**config.mk**
```make
export PLATFORM = sky130hd
export DESIGN_NAME = seq_alu
export DESIGN_NICKNAME = d
export VERILOG_FILES = /design/src/rtl/seq_alu_pkg.sv /design/src/rtl/seq_muldiv_core.sv /design/src/rtl/seq_alu.sv
export SDC_FILE = /design/constraint.sdc
export NUM_CORES = 1
export LEC_CHECK = 0
export ABC_AREA = 1
export BUFFER_PORTS_ARGS = -buffer_cell sky130_fd_sc_hd__buf_2
export CAP_MARGIN = 20
export CORE_MARGIN = 2
export CORE_UTILIZATION = 37
export DETAILED_ROUTE_END_ITERATION = 8
export HOLD_SLACK_MARGIN = 0.02
export PLACE_DENSITY = 0.63
export SETUP_SLACK_MARGIN = 0.02
export SKIP_CTS_REPAIR_TIMING = 1
export SLEW_MARGIN = 15
export SYNTH_ARGS = -nofsm -noshare
export SYNTH_HDL_FRONTEND = slang
export SYNTH_SLANG_ARGS = --single-unit
```
**constraint.sdc**
```tcl
create_clock -name clk -period 7.17 [get_ports clk]
set_input_delay 1.7925 -clock clk [delete_from_list [all_inputs] [get_ports clk]]
set_output_delay 1.7925 -clock clk [all_outputs]
set_load 0.02 [all_outputs]
```
**src/rtl/seq_alu_pkg.sv**
```systemverilog
// Shared opcode encodings and FSM state type for the sequential ALU.
package seq_alu_pkg;

   localparam logic [2:0] OP_ADD  = 3'b000;
   localparam logic [2:0] OP_AND  = 3'b001;
   localparam logic [2:0] OP_SUB  = 3'b010;
   localparam logic [2:0] OP_MUL  = 3'b011;
   localparam logic [2:0] OP_DIVU = 3'b100;
   localparam logic [2:0] OP_REMU = 3'b101;

   typedef enum logic [1:0] {
      S_IDLE = 2'd0,
      S_BUSY = 2'd1,
      S_DONE = 2'd2
   } state_t;

endpackage

```
**src/rtl/seq_muldiv_core.sv**
```systemverilog
// Iterative shift-add multiplier / restoring divider, one step per enabled cycle.
// The next-state values are exported so the owner can capture the final step's outcome on the same edge.
module seq_muldiv_core #(
   parameter int unsigned WIDTH = 16
) (
   input  logic             clk,
   input  logic             reset,
   input  logic             load,
   input  logic             step,
   input  logic             is_div,
   input  logic [WIDTH-1:0] a,
   input  logic [WIDTH-1:0] b,
   output logic [WIDTH-1:0] hi_nxt,
   output logic [WIDTH-1:0] lo_nxt
);

   logic [WIDTH-1:0] acc_q, acc_d;
   logic [WIDTH-1:0] mq_q, mq_d;
   logic [WIDTH-1:0] opnd_q, opnd_d;
   logic             div_q, div_d;
   logic [WIDTH:0]   shifted, diff, sum;
   logic             ge;

   always_comb begin
      acc_d   = acc_q;
      mq_d    = mq_q;
      opnd_d  = opnd_q;
      div_d   = div_q;
      shifted = '0;
      diff    = '0;
      sum     = '0;
      ge      = 1'b0;
      if (load) begin
         acc_d = '0;
         div_d = is_div;
         if (is_div) begin
            mq_d   = a;
            opnd_d = b;
         end else begin
            mq_d   = b;
            opnd_d = a;
         end
      end else if (step) begin
         if (div_q) begin
            // Divisor 0 makes every step "fit": quotient all-ones, remainder ends as the dividend.
            shifted = {acc_q, mq_q[WIDTH-1]};
            ge      = (shifted >= {1'b0, opnd_q});
            diff    = shifted - {1'b0, opnd_q};
            acc_d   = ge ? diff[WIDTH-1:0] : shifted[WIDTH-1:0];
            mq_d    = {mq_q[WIDTH-2:0], ge};
         end else begin
            sum   = {1'b0, acc_q} + (mq_q[0] ? {1'b0, opnd_q} : '0);
            acc_d = sum[WIDTH:1];
            mq_d  = {sum[0], mq_q[WIDTH-1:1]};
         end
      end
   end

   always_ff @(posedge clk) begin
      if (!reset) begin
         acc_q  <= '0;
         mq_q   <= '0;
         opnd_q <= '0;
         div_q  <= 1'b0;
      end else begin
         acc_q  <= acc_d;
         mq_q   <= mq_d;
         opnd_q <= opnd_d;
         div_q  <= div_d;
      end
   end

   assign hi_nxt = acc_d;
   assign lo_nxt = mq_d;

endmodule

```
**src/rtl/seq_alu.sv**
```systemverilog
// Handshaked multi-cycle ALU: single-cycle ADD/AND/SUB, iterative MUL/DIVU/REMU
// with Z/N/V status, divide-by-zero and illegal-op flags.
module seq_alu
   import seq_alu_pkg::*;
#(
   parameter int unsigned WIDTH = 16
) (
   input  logic             clk,
   input  logic             reset,
   input  logic             flush,
   input  logic             in_valid,
   output logic             in_ready,
   input  logic [WIDTH-1:0] a,
   input  logic [WIDTH-1:0] b,
   input  logic [2:0]       op,
   output logic             out_valid,
   input  logic             out_ready,
   output logic [WIDTH-1:0] result,
   output logic             Z,
   output logic             N,
   output logic             V,
   output logic             dbz,
   output logic             illegal
);

   localparam int unsigned CNTW = $clog2(WIDTH + 1);

   state_t           state_q, state_d;
   logic [CNTW-1:0]  cnt_q, cnt_d;
   logic [2:0]       op_q, op_d;
   logic             bz_q, bz_d;
   logic             out_valid_q, out_valid_d;
   logic [WIDTH-1:0] result_q, result_d;
   logic             z_q, z_d, n_q, n_d, v_q, v_d;
   logic             dbz_q, dbz_d, ill_q, ill_d;

   logic             accept, upd, core_load, core_step;
   logic [WIDTH-1:0] res_new, add_y, sub_y, hi_nxt, lo_nxt;
   logic             v_new, dbz_new, ill_new;

   assign in_ready = reset && (state_q == S_IDLE);
   assign accept   = in_valid && in_ready;
   assign add_y    = a + b;
   assign sub_y    = a - b;

   seq_muldiv_core #(.WIDTH(WIDTH)) u_core (
      .clk    (clk),
      .reset  (reset),
      .load   (core_load),
      .step   (core_step),
      .is_div (op != OP_MUL),
      .a      (a),
      .b      (b),
      .hi_nxt (hi_nxt),
      .lo_nxt (lo_nxt)
   );

   always_comb begin
      state_d     = state_q;
      cnt_d       = cnt_q;
      op_d        = op_q;
      bz_d        = bz_q;
      out_valid_d = out_valid_q;
      result_d    = result_q;
      z_d         = z_q;
      n_d         = n_q;
      v_d         = v_q;
      dbz_d       = dbz_q;
      ill_d       = ill_q;
      upd         = 1'b0;
      res_new     = '0;
      v_new       = 1'b0;
      dbz_new     = 1'b0;
      ill_new     = 1'b0;
      core_load   = 1'b0;
      core_step   = 1'b0;

      unique case (state_q)
         S_IDLE: begin
            if (accept) begin
               op_d = op;
               bz_d = (b == '0);
               unique case (op)
                  OP_ADD: begin
                     upd     = 1'b1;
                     res_new = add_y;
                     v_new   = (a[WIDTH-1] == b[WIDTH-1]) && (add_y[WIDTH-1] != a[WIDTH-1]);
                  end
                  OP_AND: begin
                     upd     = 1'b1;
                     res_new = a & b;
                  end
                  OP_SUB: begin
                     upd     = 1'b1;
                     res_new = sub_y;
                     v_new   = (a[WIDTH-1] != b[WIDTH-1]) && (sub_y[WIDTH-1] != a[WIDTH-1]);
                  end
                  OP_MUL, OP_DIVU, OP_REMU: begin
                     core_load = 1'b1;
                     cnt_d     = CNTW'(WIDTH);
                     state_d   = S_BUSY;
                  end
                  default: begin
                     upd     = 1'b1;
                     ill_new = 1'b1;
                  end
               endcase
            end
         end
         S_BUSY: begin
            core_step = 1'b1;
            cnt_d     = cnt_q - CNTW'(1);
            if (cnt_q == CNTW'(1)) begin
               upd     = 1'b1;
               dbz_new = bz_q && (op_q != OP_MUL);
               unique case (op_q)
                  OP_MUL: begin
                     res_new = lo_nxt;
                     v_new   = (hi_nxt != '0);
                  end
                  OP_DIVU: res_new = lo_nxt;
                  default: res_new = hi_nxt;
               endcase
            end
         end
         S_DONE: begin
            if (out_ready) begin
               state_d     = S_IDLE;
               out_valid_d = 1'b0;
            end
         end
         default: state_d = S_IDLE;
      endcase

      if (upd) begin
         state_d     = S_DONE;
         out_valid_d = 1'b1;
         result_d    = res_new;
         z_d         = (res_new == '0);
         n_d         = res_new[WIDTH-1];
         v_d         = v_new;
         dbz_d       = dbz_new;
         ill_d       = ill_new;
      end

      // Flush wins over a completion on the same edge: the result registers keep their old contents.
      if (flush) begin
         state_d     = S_IDLE;
         out_valid_d = 1'b0;
         result_d    = result_q;
         z_d         = z_q;
         n_d         = n_q;
         v_d         = v_q;
         dbz_d       = dbz_q;
         ill_d       = ill_q;
      end
   end

   always_ff @(posedge clk) begin
      if (!reset) begin
         state_q     <= S_IDLE;
         cnt_q       <= '0;
         op_q        <= '0;
         bz_q        <= 1'b0;
         out_valid_q <= 1'b0;
         result_q    <= '0;
         z_q         <= 1'b0;
         n_q         <= 1'b0;
         v_q         <= 1'b0;
         dbz_q       <= 1'b0;
         ill_q       <= 1'b0;
      end else begin
         state_q     <= state_d;
         cnt_q       <= cnt_d;
         op_q        <= op_d;
         bz_q        <= bz_d;
         out_valid_q <= out_valid_d;
         result_q    <= result_d;
         z_q         <= z_d;
         n_q         <= n_d;
         v_q         <= v_d;
         dbz_q       <= dbz_d;
         ill_q       <= ill_d;
      end
   end

   assign out_valid = out_valid_q;
   assign result    = result_q;
   assign Z         = z_q;
   assign N         = n_q;
   assign V         = v_q;
   assign dbz       = dbz_q;
   assign illegal   = ill_q;

endmodule

```
After elaboration in Yosys (flattened, before gate mapping)
Index checks and enable logic that the tools add are counted.
Widths: inputs -> output; s select.
{"block": "classes", "bitwise": 4, "muxes": 44, "n_eq_ne": 23, "n_reduce_logical": 24, "order_cmp": 1, "n_addsub": 5}
{"operator": "$mux 16", "n": 13}
{"operator": "$pmux 16 s3", "n": 1}
{"operator": "$logic_not 16->1", "n": 2}
{"operator": "$pmux 16 s2", "n": 1}
{"operator": "$sub 16x16->16", "n": 2}
{"operator": "$mux 1", "n": 18}
{"operator": "$add 16x16->17", "n": 1}
{"operator": "$ge 17x16->1", "n": 1}
{"operator": "$add 16x16->16", "n": 1}
{"operator": "$and 16x16->16", "n": 1}
{"operator": "$reduce_bool 16->1", "n": 1}
{"operator": "$mux 5", "n": 2}
{"operator": "$pmux 5 s2", "n": 1}
{"operator": "$eq 3x2->1 const B", "n": 3}
{"operator": "$eq 3x3->1 const B", "n": 3}
{"operator": "$ne 3x2->1 const B", "n": 3}
{"operator": "$mux 2", "n": 4}
{"operator": "$reduce_and 4->1", "n": 2}
{"operator": "$ne 2x2->1 const B", "n": 3}
{"operator": "$ne 3x3->1 const B", "n": 2}
{"operator": "$pmux 1 s2", "n": 3}
{"operator": "$pmux 2 s3", "n": 1}
{"operator": "$reduce_and 2->1", "n": 3}
{"operator": "$reduce_bool 2->1", "n": 3}
{"operator": "16 further kinds", "n": 26}
{"block": "word_totals", "input_bits": 40, "word_cells": 117, "regBits": 82}

Depth between registers and ports, before layout
Gate-level depths: netlist of the first run.
{"block": "logic_depth", "ltp_word": 10, "ltp_mapped": 25}

By module
From an unflattened synthesis of the first run, not the netlist that was laid out.
{"block": "unflattened", "hier_cells": 1563, "hier_area_um2": 8859.7}
{"module": "seq_muldiv_core", "n_inst": 1, "cells_each": 853, "area_each_um2": 4882.2}
{"module": "seq_alu", "n_inst": 1, "cells_each": 710, "area_each_um2": 3977.6}

Worst setup path after synthesis of the first run
OpenSTA, ideal clock, no wires.
{"block": "synth_path", "path_type": "input -> output", "startpoint": "input reset", "endpoint": "output in_ready", "setup_slack_ns": 3.138, "required_ns": 5.378, "t_arrival_ns": 2.240, "stages": 3, "path_cell_list": "buf_2 inv_6 nor3_4"}
{"block": "synth_via", "elab_chain_len": 1}
{"item": "from (decl)", "line_no": "seq_alu.sv:9", "source": "input logic reset,"}
{"item": "$logic_and 1x1->1", "line_no": "seq_alu.sv:41", "source": "assign in_ready = reset && (state_q == S_IDLE);"}
{"item": "to (decl)", "line_no": "seq_alu.sv:12", "source": "output logic in_ready,"}
No other way between the ends.

Worst setup path after layout of the first run
{"block": "layout_path", "startpoint": "input reset", "endpoint": "register z_q, in the netlist Z"}
{"block": "layout_via", "elab_chain_len": 9, "word_cells_on_any_way": 14, "classes_between": "10 x mux; 4 x reduce/logical"}
{"item": "$logic_and 1x1->1", "line_no": "seq_alu.sv:41"}
{"item": "$logic_and 1x1->1", "line_no": "seq_alu.sv:42", "source": "assign accept = in_valid && in_ready;"}
{"item": "$mux 1", "line_no": "seq_alu.sv:80", "source": "if (accept) begin"}
{"item": "$mux 1", "line_no": "seq_alu.sv:78", "source": "unique case (state_q)"}
{"item": "$mux 16", "line_no": "seq_muldiv_core.sv:33", "source": "if (load) begin"}
{"item": "$mux 16", "line_no": "seq_alu.sv:116", "source": "unique case (op_q)"}
{"item": "$mux 16", "line_no": "seq_alu.sv:113", "source": "if (cnt_q == CNTW'(1)) begin"}
{"item": "$pmux 16 s2", "line_no": "seq_alu.sv:78"}
{"item": "$logic_not 16->1", "line_no": "seq_alu.sv:139", "source": "z_d = (res_new == '0);"}
{"item": "to (signal assigned)", "line_no": "seq_alu.sv:179", "source": "z_q <= z_d;"}
{"item": "to (decl)", "line_no": "seq_alu.sv:34", "source": "logic z_q, z_d, n_q, n_d, v_q, v_d;"}
Parallel ways exist; a longest one is shown, timed or not.
A chain may end at the register's enable or synchronous reset.

==> results of run 1 <==
registers in the layout (all words and copies together) (netlist names):
signal,flops
cnt_q,5
dbz,1
illegal,1
op_q,3
V,1
Z,1
bz_q,1
result,16
u_core.acc_q,16
u_core.div_q,1
out_valid,1
u_core.mq_q,16
u_core.opnd_q,16
state_q,2
cells in the mapped netlist (2+ instances only):
| master | instances | share of area |
|---|---|---|
| a21boi_0 | 2 | 0.0017 |
| a21o_1 | 2 | 0.0017 |
| a21oi_1 | 104 | 0.060 |
| a21oi_2 | 6 | 0.0061 |
| a31oi_1 | 20 | 0.014 |
| and2_1 | 2 | 0.0014 |
| buf_1 | 3 | 0.0013 |
| buf_2 | 8 | 0.0046 |
| buf_4 | 4 | 0.0035 |
| buf_6 | 6 | 0.0078 |
| clkbuf_1 | 34 | 0.015 |
| dfxtp_1 | 81 | 0.19 |
| dlygate4sd1_1 | 4 | 0.0040 |
| fa_1 | 4 | 0.0092 |
| ha_1 | 65 | 0.094 |
| inv_1 | 219 | 0.095 |
| inv_2 | 4 | 0.0017 |
| nand2_1 | 451 | 0.20 |
| nand2_2 | 8 | 0.0058 |
| nand3_1 | 125 | 0.072 |
| nand3_2 | 6 | 0.0069 |
| nand3b_1 | 3 | 0.0026 |
| nand4_1 | 33 | 0.024 |
| nor2_1 | 131 | 0.057 |
| nor2_2 | 4 | 0.0029 |
| nor2_4 | 2 | 0.0026 |
| nor3_1 | 10 | 0.0058 |
| nor3_4 | 2 | 0.0037 |
| nor4_1 | 4 | 0.0029 |
| o211ai_1 | 9 | 0.0078 |
| o21ai_0 | 117 | 0.067 |
| o21ai_1 | 4 | 0.0023 |
| o21bai_1 | 7 | 0.0061 |
| o22ai_1 | 3 | 0.0022 |
| o31ai_1 | 3 | 0.0026 |
| or2_2 | 3 | 0.0022 |
| xnor2_1 | 3 | 0.0030 |
| xor2_1 | 4 | 0.0040 |
worst min-delay path by stage:
stage	end	slack, ns	depth (start not counted)
2_1_floorplan	bz_q	0.45	2
3_3_place_gp	cnt_q[4]	0.46	2
3_5_place_dp	cnt_q[4]	0.47	2
4_1_cts	cnt_q[4]	0.49	2
5_1_grt	op_q[2]	0.52	2
6_report	cnt_q[4]	0.49	2
critical path, cell delays in order:
cell and delay [ns]:
buf_2 0.40, inv_6 0.25, nor3_4 0.19, nand2_1 0.26
inv_1 0.43, a21oi_1 0.25, nor2_4 0.48, inv_2 0.23
a21oi_1 0.23, nand2_1 0.07, nor2_1 0.09, nand2_1 0.05
nor2_1 0.08, nand3_1 0.09, a21oi_2 0.11
area by class of cell:
class                      instances  area [um2]  area share
sequential                        81        1620       0.171
clock buffer                       9         225      0.0238
clock inverter                     7         101      0.0107
inverter                         225         850      0.0897
tap                              319         399      0.0422
multi-input combinational       1147        5900       0.623
timing repair buffer              68         373      0.0394
metal layers:
metal	vias to the layer above	GRT usage
met5	-	0
met3	73	0.0245
met1	4320	0.320
met4	0	0.122
met2	356	0.394
li1	4938	-
power groups by stage:
stage	sequential [mW]	clock, mW	combinational (mW)
after global placement	0.503	0	0.536
after detailed placement	0.503	0	0.537
after global routing	0.496	0.531	0.613
after CTS	0.493	0.514	0.540
final	0.493	0.507	0.549
after floorplan	0.499	0	0.394
cells in the final DEF, fill, tap and decap left out, types with 20 or more instances in the layout:
cell type    n
buf_2       62
nand3_1    125
nand4_1     33
a31oi_1     20
inv_1      219
dfxtp_1     81
nand2_1    451
o21ai_0    117
a21oi_1    104
nor2_1     130
ha_1        65
through the flow:
stage	setup slack [ns]	instance area [um2]	cells	power, mW	hold WS (ns)
after global placement	2.15	9110	1838	1.04	0.464
final	2.38	9470	1856	1.55	0.486
after global routing	1.93	9470	1856	1.64	0.517
after CTS	2.41	9440	1854	1.55	0.485
after floorplan	3.14	8680	1512	0.893	0.450
after detailed placement	2.05	9110	1838	1.04	0.474
logic make-up after synthesis:
| group | after synthesis |
|---|---|
| xor gates and xnor gates | 7 |
| and+or+nand+nor | 788 |
| AOI/OAI and AO/OA | 283 |
| buffers and inverters | 284 |
| DFF | 81 |
| adders and majority gates | 69 |
==> flow_summary.toml, run 1 <==
[run_status]
status = "completed"

[pwr]
leakagePower_nw = 4.94
power.switching_mw = 0.600
internal_power_mw = 0.949
p_sw_frac = 0.387
powerDensity_mw_per_mm2 = 164
seqPwrFrac = 0.319
ir_drop_v = 0.000104
power_frac_comb = 0.354
p_clk_frac = 0.327

[cells_and_area]
utilization = 0.407
n_antenna_cell = 0
drive_gt1_frac = 0.0813
fin_nets = 1641
n_fill_cell = 2612
syn_to_final_growth_pct = 9.10

[detailed_routing]
vias = 9687
post-route-drc-count = 0
via_per_inst = 5.22
highest-signal-layer = "met4"
post_drt_wl_per_cell_um = 16.0
met3_length_mm = 1.83
ant_nets = 0
drt_wl_total_mm = 29.7
wl_met1_mm = 13.2
wl_met2_mm = 13.1
drtPass1Iterations = 5
first_iter_violations = 774

[floorplanning]
die_x_um = 157
coreArea_mm2 = 0.0233
pin_count = 63
initial_core_util = 0.373
die_area_mm2 = 0.0247
die_y_um = 157
rows = 56

[setup_path]
worst-r2r-cell-count = 15
worstReg2RegStart = "state_q[0]"
path_class = "in2reg"
endpoint = "Z"
critPathMaxFanout = 52
reg2reg_slack_ns = 3.48
worstSetupStartpoint = "reset"
required_ns = 7.44
rr_endpoint = "Z"
critPathCaptureType = "flip-flop"
cp-start-kind = "input pin"
arrival_ns = 5.06

[clocking]
htreeDepth = 3
cts_tree = "yes"
cts.reportedPaths.clkPinSlew_ns = 0.07
clock-sinks = 81
clkLatencyLatePin_ns = 0.34
cts_buffers = 9
root_buffer = "clkbuf_16"
clock_path_buffers = 2

[yosys]
synth-seq-cells = 81
synth.distinct_cells = 50
avgSynthCellArea_um2 = 5.74
synth_fp_nets = 1621
yosys.area_share.simple = 0.391
ys_seq_area_frac = 0.187
synthAdderAreaFrac = 0.103
synth_area_mm2 = 0.00868
synth_top_family_by_area = "simple AND/OR/NAND/NOR gates"
synth_compound_area_frac = 0.178
synthXorXnorAreaFrac = 0.00706
yosys_warnings = 0
muxShareOfSynthArea = 0
synth_edf_count = 0
synthArstFlopShare = 0
synth_flop_cell = "dfxtp_1"
syn-instance-count = 1512

[timing]
maxSlewViolCount = 0
max_freq_mhz = 209
grt_setup_unrepaired = "no"
maxSlewHeadroom = 0.353
tightest_slew_ns = 0.967
hold_viol = 0
fin_crit_ns = 4.79
fin_crit_sh = 0.668
finalSetupViolCount = 0
fin_setup_tns_ns = 0
clock-skew-final_ns = 0.0118

[placement]
io_buffers = 62
gp_congestion = 0.968
post-dp-hpwl_mm = 24.0

[hold_path]
hold_class = "reg2reg"
worst_hold_startpoint = "cnt_q[4]"

[grt]
grt_use_total = 0.242
antenna_found_initial = 0
grt_max_degree = 53
grt_pass1_vias = 8921
gr-total-overflow = 0
grt_pass1_wl_mm = 46.8

[job]
drv_cap = 0
No activity file was read; power rests on OpenSTA's default activity.
==> run 2, diff against run 1 <==
--- a/config.mk
+++ b/config.mk
@@ -12,7 +12,7 @@
 export CORE_UTILIZATION = 37
 export DETAILED_ROUTE_END_ITERATION = 8
 export HOLD_SLACK_MARGIN = 0.02
-export PLACE_DENSITY = 0.63
+export PLACE_DENSITY = 0.65
 export SETUP_SLACK_MARGIN = 0.02
 export SKIP_CTS_REPAIR_TIMING = 1
 export SLEW_MARGIN = 15
==> constraint.sdc (replaced) <==
create_clock -name clk -period 4.3 [get_ports clk]
set_input_delay 1.075 -clock clk [delete_from_list [all_inputs] [get_ports clk]]
set_output_delay 1.075 -clock clk [all_outputs]
set_load 0.02 [all_outputs]
==> run 2 against run 1 <==
Net effect: global-route usage increased by 1.1 points; combinational power up 69%; register-to-register slack lost 2.6 ns; flip-flop and latch count stayed put; first-iteration DRC count up 11%; clock-buffer cell count is 1 higher; final area rose by 0.57%; power grew 65%; critical path type is now reg2reg; critical endpoint unchanged; largest cell class unchanged; largest power group unchanged.
==> flow_summary.toml, run 2 (synthesis results as in run 1) <==
[run_status]
status = "completed"

[placement]
gp_congestion = 1.02
post-dp-hpwl_mm = 24.9
io_buffers = 62

[setup_path]
worstReg2RegStart = "u_core.mq_q[0]"
critPathCaptureType = "flip-flop"
required_ns = 4.58
arrival_ns = 3.71
rr_endpoint = "Z"
worst-r2r-cell-count = 23
cpPeakStageDelay_ns = 0.42
reg2reg_slack_ns = 0.87
cp_slowest_cell = "fa_1"
cp_cell_sequence = "buf_4 -> nand2_1 -> inv_1 -> ha_1 -> inv_1 -> fa_1 -> inv_1 -> nand3_1 -> nand2_1 -> nand2_1 -> nand2_1 -> nand3_1 -> nand3_1 -> nand3_1 -> nand3_1 -> nand2_1 -> nand2_2 -> nand2_1 -> a21oi_2 -> nand2_1 -> nor2_1 -> nand3_1 -> a21oi_2"
path_common_cell = "nand2_1"
path_class = "reg2reg"
critPathMaxFanout = 16
worstSetupStartpoint = "u_core.mq_q[0]"
cp-start-kind = "flip-flop"

[hold_path]
hold_class = "reg2reg"
holdPathStages = 2
worst_hold_startpoint = "cnt_q[4]"
holdPathEnd = "cnt_q[4]"

[grt]
antenna_found_initial = 0
grt_use_total = 0.254
grt_pass1_vias = 9062
grt_use_met2 = 0.419
grt_pass1_wl_mm = 48.8
grt_max_degree = 52
top_usage_layer = "met2"
use_met3 = 0.0383
grtUsageMet1 = 0.333
gr-total-overflow = 0

[clocking]
htreeDepth = 3
clock-sinks = 81
clkLatencyLatePin_ns = 0.35
cts.reportedPaths.clkPinSlew_ns = 0.06
root_buffer = "clkbuf_16"
cts_tree = "yes"
cts_buffers = 9
clock_path_buffers = 2

[timing]
fin_setup_tns_ns = 0
maxSlewHeadroom = 0.455
clock-skew-final_ns = 0.00844
hold_viol = 0
fin_crit_ns = 3.43
max_freq_mhz = 292
tightest_slew_ns = 0.817
maxSlewViolCount = 0
finalSetupViolCount = 0
grt_setup_unrepaired = "no"
fin_crit_sh = 0.797

[pwr]
powerDensity_mw_per_mm2 = 268
ir_drop_v = 0.000196
leakagePower_nw = 4.98

[detailed_routing]
vias = 9847
via_per_inst = 5.29
post-route-drc-count = 0
post_drt_wl_per_cell_um = 16.5
drt_wl_total_mm = 30.7
drtPass1Iterations = 5
ant_nets = 0
first_iter_violations = 862

[cells_and_area]
drive_gt1_frac = 0.0848
final_cell_mix = "451 x nand2_1, 219 x inv_1, 130 x nor2_1, 125 x nand3_1, 117 x o21ai_0"
utilization = 0.409
layout_commonest_cell = "nand2_1"
n_antenna_cell = 0
fin_nets = 1651
syn_to_final_growth_pct = 9.72

[floorplanning]
coreArea_mm2 = 0.0233
rows = 56
die_x_um = 157
pin_count = 63
die_y_um = 157
die_area_mm2 = 0.0247
initial_core_util = 0.373

[job]
drv_cap = 0
-- run 2: cell count changes in the layout (fill, tap and decap cells not counted), sizes merged --
cell      previous run  this run
inv                227       224
buf                 67        78
clkinvlp             1         0
-- run 2: report_power, final --
part	switching (mW)	internal (mW)	leakage [nW]	total, mW
logic	0.642	0.286	4.17	0.928
clock network	0.304	0.500	0.144	0.803
registers	0.0347	0.788	0.659	0.823
total	0.980	1.57	4.98	2.55
-- run 2: stage by stage --
step                worst slack, ns  instances  hold WS [ns]  power [mW]  instance area, um2
finish                        0.874       1863         0.485        2.55                9520
global placement              0.620       1849         0.472        1.75                9200
CTS                           0.886       1862         0.488        2.55                9490
detailed placement            0.627       1849         0.477        1.74                9200
floorplan                      1.29       1512         0.450        1.49                8680
global route                  0.568       1863         0.507        2.71                9520
-- run 2: worst max path at each step --
stage,to,depth (start not counted)
after detailed placement,Z,22
after floorplan,Z,17
final,Z,23
after CTS,Z,23
after global routing,Z,23
after global placement,Z,22
-- run 2: per-layer routing --
| metal | up-vias | part of all wire |
|---|---|---|
| met4 | 0 | 0.039 |
| met5 | - | 0 |
| li1 | 4958 | - |
| met1 | 4455 | 0.44 |
| met2 | 364 | 0.46 |
| met3 | 70 | 0.066 |
-- run 2: cell type report --
cell class,count,area (um2)
clock buffer,10,229
tap,319,399
multi-input combinational,1147,5900
fill,2588,13700
clock inverter,3,68.8
inverter,225,850
timing repair buffer,78,450
sequential,81,1620
-- run 2: critical path: cells and delay by family, from the launching register on --
kind                       cells  cell delay (ns)
buffers and inverters          4             0.52
AOI/OAI and AO/OA              2             0.32
DFF                            1             0.36
and+or+nand+nor               15             1.52
adders and majority gates      2             0.63
